--- config.mk ---
export PLATFORM = sky130hd
export DESIGN_NAME = cordic_share_ctrl
export DESIGN_NICKNAME = d
export VERILOG_FILES = /design/src/rtl/cordic_share_ctrl.sv
export SDC_FILE = /design/constraint.sdc
export NUM_CORES = 1
export LEC_CHECK = 0
export BUFFER_PORTS_ARGS = -buffer_cell sky130_fd_sc_hd__buf_2
export CAP_MARGIN = 40
export CORE_ASPECT_RATIO = 0.7
export CORE_MARGIN = 3
export CORE_UTILIZATION = 45
export DETAILED_ROUTE_END_ITERATION = 10
export PLACE_DENSITY = 0.74
export SETUP_SLACK_MARGIN = 0.05
export SYNTH_ARGS = -nofsm -noshare
export SYNTH_HDL_FRONTEND = slang
export SYNTH_SLANG_ARGS = --single-unit
--- constraint.sdc ---
create_clock -name clock -period 4 [get_ports clock]
set_clock_uncertainty 0.15 [all_clocks]
set_input_delay 1.2 -clock clock [delete_from_list [all_inputs] [get_ports clock]]
set_output_delay 1.2 -clock clock [all_outputs]
set_load 0.005 [all_outputs]
--- src/rtl/cordic_share_ctrl.sv ---
// cordic_share_ctrl: round-robin sharing of one iterative CORDIC cosine core between two requesters,
// with a timeout that returns a quiet NaN and raises a sticky error when the core never finishes.
module cordic_share_ctrl #(
    parameter int                DATA_W    = 32,
    parameter int                TIMEOUT   = 24,
    parameter logic [DATA_W-1:0] TO_RESULT = 32'h7FC00000
) (
    input  logic              clock,
    input  logic              aclr,
    input  logic              req_a,
    input  logic [DATA_W-1:0] dataa_a,
    output logic              done_a,
    output logic [DATA_W-1:0] result_a,
    input  logic              req_b,
    input  logic [DATA_W-1:0] dataa_b,
    output logic              done_b,
    output logic [DATA_W-1:0] result_b,
    output logic              core_clk_en,
    output logic              core_start,
    output logic [DATA_W-1:0] core_dataa,
    input  logic              core_done,
    input  logic [DATA_W-1:0] core_result,
    output logic              busy,
    output logic              owner,
    output logic              err
);
    localparam int CW = $clog2(TIMEOUT) + 1;
    localparam logic [CW-1:0] CMAX = CW'(TIMEOUT - 1);

    typedef enum logic [1:0] {IDLE, LOAD, RUN, RESP} state_t;

    state_t            state_q, state_d;
    logic              rr_q, rr_d;
    logic              owner_q, owner_d;
    logic              err_q, err_d;
    logic [DATA_W-1:0] res_a_q, res_a_d;
    logic [DATA_W-1:0] res_b_q, res_b_d;
    logic [DATA_W-1:0] op_q, op_d;
    logic [CW-1:0]     cnt_q, cnt_d;
    logic              gnt;
    logic [DATA_W-1:0] res;

    always_comb begin
        state_d = state_q;
        rr_d    = rr_q;
        owner_d = owner_q;
        err_d   = err_q;
        res_a_d = res_a_q;
        res_b_d = res_b_q;
        op_d    = op_q;
        cnt_d   = cnt_q;
        gnt     = (req_a && req_b) ? rr_q : req_b;
        res     = core_done ? core_result : TO_RESULT;
        case (state_q)
            IDLE: if (req_a || req_b) begin
                owner_d = gnt;
                op_d    = gnt ? dataa_b : dataa_a;
                state_d = LOAD;
            end
            LOAD: begin
                cnt_d   = '0;
                state_d = RUN;
            end
            RUN: begin
                cnt_d = (&cnt_q) ? cnt_q : cnt_q + 1'b1;
                // core_done wins over a timeout landing on the same cycle
                if (core_done || cnt_q == CMAX) begin
                    res_a_d = owner_q ? res_a_q : res;
                    res_b_d = owner_q ? res : res_b_q;
                    err_d   = err_q | ~core_done;
                    state_d = RESP;
                end
            end
            RESP: begin
                rr_d    = ~owner_q;
                state_d = IDLE;
            end
        endcase
    end

    always_ff @(posedge clock or posedge aclr) begin
        if (aclr) begin
            state_q <= IDLE;
            rr_q    <= 1'b0;
            owner_q <= 1'b0;
            err_q   <= 1'b0;
            res_a_q <= '0;
            res_b_q <= '0;
            op_q    <= '0;
            cnt_q   <= '0;
        end else begin
            state_q <= state_d;
            rr_q    <= rr_d;
            owner_q <= owner_d;
            err_q   <= err_d;
            res_a_q <= res_a_d;
            res_b_q <= res_b_d;
            op_q    <= op_d;
            cnt_q   <= cnt_d;
        end
    end

    assign core_start  = state_q == LOAD;
    assign core_clk_en = state_q == LOAD || (state_q == RUN && !core_done);
    assign core_dataa  = op_q;
    assign done_a      = state_q == RESP && !owner_q;
    assign done_b      = state_q == RESP && owner_q;
    assign result_a    = res_a_q;
    assign result_b    = res_b_q;
    assign busy        = state_q != IDLE;
    assign owner       = owner_q;
    assign err         = err_q;
endmodule

=== Word level (Yosys, flattened, before mapping) ===
Cells that the tools add are included.

* Bits in registers: 107

* Reduce and logical (&&, ||, !) cells: 19
* $add $sub $neg: 1
* Mux-type cells: 8
* Equal/unequal tests: 7
* Bitwise gates (word level): 3

{| class="wikitable"
|+ Operators with widths
! operator !! number
|-
| $mux 32 || 2
|-
| $pmux 6 s2 || 1
|-
| $pmux 2 s4 || 1
|-
| $reduce_and 2->1 || 4
|-
| $add 6x1->6 const B || 1
|-
| $eq 6x5->1 const B || 1
|-
| $mux 6 || 1
|-
| $ne 2x2->1 const B || 3
|-
| $reduce_and 3->1 || 2
|-
| $reduce_and 6->1 || 1
|-
| $eq 2x2->1 const B || 2
|-
| $logic_and 1x1->1 || 4
|-
| $mux 2 || 2
|-
| $reduce_bool 2->1 || 2
|-
| $logic_or 1x1->1 || 3
|-
| $eq 2x1->1 const B || 1
|-
| $logic_not 1->1 || 2
|-
| $logic_not 2->1 || 1
|-
| $not 1->1 || 2
|-
| $mux 1 || 1
|-
| $or 1x1->1 || 1
|}

=== Depth between registers and ports, before layout ===
* Word-level depth: 4
* Depth in mapped cells: 8
* Depth with buffers taken out: 5

=== Worst setup path before layout ===
No wires, ideal clock.

* Path type: input to output
* Start: input core_done
* End: output core_clk_en
* Slack: 1.073 ns
* Stages on the path: 3
* Buffers on the path: 1
* Arrival: 1.577 ns
* Cell sequence: clkbuf_1 nand2b_1 nand2_1

* Word-level cells in the longest chain between the ends: 3

{| class="wikitable"
|+ RTL lines
! element !! RTL line !! RTL
|-
| start: declaration || 21 || <nowiki>input logic core_done,</nowiki>
|-
| $logic_not 1->1 || 104 || <nowiki>assign core_clk_en = state_q == LOAD || (state_q == RUN && !core_done);</nowiki>
|-
| $logic_and 1x1->1 || 104 ||
|-
| $logic_or 1x1->1 || 104 ||
|-
| end: declaration || 18 || <nowiki>output logic core_clk_en,</nowiki>
|}

No other way between the ends.

=== Worst setup path after layout ===
* Start: register state_q[0]
* End: output core_clk_en

* Word-level cells in the longest chain between the ends: 3
* Elaborated cells on any way between the ends: 4
* Classes of those cells: eq/ne: 2; reduce/logical: 2

{| class="wikitable"
|+ RTL lines
! element !! RTL line !! RTL
|-
| start: declaration || 32 || <nowiki>state_t state_q, state_d;</nowiki>
|-
| start signal: assignment || 92 || <nowiki>state_q <= state_d;</nowiki>
|-
| $eq 2x2->1 || 104 ||
|-
| $logic_and 1x1->1 || 104 ||
|-
| $logic_or 1x1->1 (*) || 104 ||
|}

Mark *: on every way between the ends. The rest lies on a longest branch, timed or not.

==> flow_summary.toml <==
[cts]
h-tree-depth = 3
cts-buffers-inserted = 9
tritoncts = "built"
clkLatencyLatePin_ps = 340
clockRootBuffer = "clkbuf_16"
clock_sinks = 107
cts-resized-gates = 0
cts_setup_buffers = 0
hold_buffers = 0
cts.path.max_buffers = 2
clk_pin_slew_ps = 70

[critical_path]
worst_ep_arrival_time_ps = 1760
worst-path-max-fanout = 30
r2r_cells = 6
path_class = "reg2out"
reg2reg_slack_ps = 1320
cp-end-kind = "primary output"
cp_top_family = "adder cells"
rr_endpoint = "result_b[18]"
slowest_stage = "ha_2"
startpoint_type = "register"
worstPathCellList = "inv_1, ha_2, nand2b_1, nand2_1, buf_2"
cp_num_buf_inv = 2
regToRegStartpoint = "state_q[0]"
cp_slowest_stage_delay_ps = 510
cp.depth = 5
critPathRequiredTime_ps = 2650

[power]
power_density_mw_per_mm2 = 693.9
comb_power_share = 0.421
p_leak_uw = 0.003185
power_frac_seq = 0.397
ir_drop_mv = 0.3222
clkPwrFrac = 0.182
p_int_uw = 2987
p_sw_uw = 1900
switching_share = 0.3888

[placement]
port_buffers = 203
place_area_mm2 = 0.006755
globalplace.congestion = 0.8082
dp_hpwl_mm = 11.43

[global_route]
antenna_found_initial = 0
grt_usage = 0.2296
grt_max_degree = 93
grt_pass1_wl_mm = 26.38
grt_pass1_vias = 5163
gr-total-overflow = 0

[sta]
setup_viol = 0
rsz0062_at_grt = "no"
timing.final.crit_share = 0.7775
finalMaxSlewViolations = 0
min_period_ps = 3110
setup_tns_ps = 0
finalHoldWorstSlack_ps = 356.9
slew_headroom = 0.3766
worst_pin_slew_ps = 932.9
clock.fmax_mhz = 321.5
hold_viol_final = 0

[job]
maxCapViolCount = 0

[die]
coreArea_mm2 = 0.01197
pin_count = 204
num_rows = 33
start_util = 0.4723
die_height_um = 99.80
die-area_mm2 = 0.01397
die_w_um = 140.0

[hold_path]
whs_path_depth = 2
min-delay-start = "err"
hold_end = "err"
hold_path_class = "reg2reg"

[status]
status = "finished, final reports clean"

[synthesis]
ys_types = 45
avgSynthCellArea_um2 = 9.136
ys_seq_area_frac = 0.4735
synth_seq_cells = 107
syn-num-nets = 725
synthCells = 619
yosysWarnings = 0
netlist_area_mm2 = 0.005655

[finish]
antenna_cells = 0
fin_nets = 890
stdcell_area_mm2 = 0.007043
num-fill-cells = 1060
area_growth_syn_to_layout_pct = 24.54
drive_above_1_share = 0.3054
fin_util = 0.5882

[drt]
wl_mm = 16.26
drcViolationCount = 0
drt_iter0_markers = 479
ant_nets = 0
num_vias = 5340
route.detailed.wl_per_inst_um = 17.18
via_per_inst = 5.645
first_pass_iters = 5
==> sequential cells by signal, summed over array words and instances (netlist names) <==
signal / flops
rr_q: 1
cnt_q: 6
owner: 1
result_a: 32
core_dataa: 32
result_b: 32
state_q: 2
err: 1
==> tightest hold or removal path, cell delays in order (launching register included) <==
cell     delay (ps)
dfrtp_1         340
inv_1            60
o31ai_1          70
==> power by group through the flow <==
stage | clock network [uW] | logic [uW] | registers, uW
floorplan | 0 | 1210 | 1920
global placement | 0 | 1960 | 1920
detailed placement | 0 | 2070 | 1960
CTS | 901 | 2080 | 1940
global route | 945 | 2320 | 2010
finish | 887 | 2060 | 1940
==> Yosys cell counts, drive strengths merged <==
cell | count | share of area
nor3b | 10 | 0.013
nand3b | 32 | 0.042
a211oi | 11 | 0.015
mux2 | 1 | 0.0020
inv | 8 | 0.0053
ha | 5 | 0.011
o211ai | 25 | 0.033
o22a | 1 | 0.0015
a21oi | 35 | 0.031
and4b | 23 | 0.041
and2 | 3 | 0.0033
and2b | 1 | 0.0013
or2 | 2 | 0.0022
buf | 27 | 0.027
o21a | 1 | 0.0013
dfrtp | 107 | 0.47
nor2 | 67 | 0.045
nand2b | 48 | 0.054
nor2b | 3 | 0.0033
a311oi | 1 | 0.0015
and3b | 1 | 0.0015
a221oi | 1 | 0.0027
nand3 | 24 | 0.021
clkbuf | 35 | 0.024
o21ai | 65 | 0.058
nor3 | 1 | 0.00088
a31o | 1 | 0.0015
nand4b | 10 | 0.018
o32ai | 1 | 0.0015
a31oi | 34 | 0.038
o31ai | 1 | 0.0013
nand2 | 30 | 0.020
and3 | 3 | 0.0035
or3 | 1 | 0.0011
==> layer usage <==
metal / vias to the layer above / GRT usage / wire length (um)
li1: 2533 / - / -
met1: 2614 / 0.3109 / 7200
met2: 160 / 0.3761 / 7814
met3: 33 / 0.04667 / 849
met4: 0 / 0.07297 / 393
met5: - / 0 / 0
==> worst max-delay path by stage <==
stage                     from     endpoint  slack [ps]
detailed placement   core_done  core_clk_en         930
CTS                 state_q[0]  core_clk_en         880
global placement     core_done   state_q[1]         860
floorplan            core_done  core_clk_en        1070
global route        state_q[0]  core_clk_en         720
finish              state_q[0]  core_clk_en         890
==> logic make-up (layout without fill, tap and decap cells) <==
group	after synthesis	after routing	share of synthesized area
and+or+nand+nor	259	259	0.2715
AOI/OAI and AO/OA	177	177	0.1863
adders and majority gates	5	5	0.01106
buffers and inverters	70	240	0.05575
DFF	107	107	0.4735
muxes	1	1	0.001991
==> layout by cell type (no fill, tap or decap), drive strengths merged <==
master	synthesis	layout
a221oi	1	1
a21oi	35	35
dfrtp	107	107
clkinvlp	0	2
o31ai	1	1
clkbuf	35	12
nand3b	32	32
o32ai	1	1
o22a	1	1
o211ai	25	25
a211oi	11	11
a31o	1	1
and3b	1	1
and2b	1	1
nand2	30	30
nand2b	48	48
clkinv	0	2
nor2b	3	3
mux2	1	1
nor3b	10	10
nand3	24	24
nor3	1	1
inv	8	7
or2	2	2
nand4b	10	10
and4b	23	23
o21ai	65	65
buf	27	216
ha	5	5
and2	3	3
nor2	67	67
bufinv	0	1
a31oi	34	34
and3	3	3
or3	1	1
a311oi	1	1
o21a	1	1
==> stage by stage <==
step | std cells | total power [uW] | worst slack [ps]
floorplan | 619 | 3126 | 1073
global placement | 927 | 3874 | 855.3
detailed placement | 930 | 4024 | 929.4
CTS | 946 | 4916 | 877.7
global route | 946 | 5276 | 722.5
finish | 946 | 4887 | 889.9
==> area by class of cell <==
| class | count | area [um^2] | area share |
|---|---|---|---|
| Tap cell | 157 | 196.4 | 0.02789 |
| Clock buffer | 12 | 236.5 | 0.03358 |
| Inverter | 8 | 33.78 | 0.004797 |
| Clock inverter | 4 | 51.30 | 0.007284 |
| Sequential cell | 107 | 2678 | 0.3802 |
| Multi-Input combinational cell | 442 | 2666 | 0.3786 |
| Timing Repair Buffer | 216 | 1181 | 0.1677 |
(Power assumes the default switching activity.)
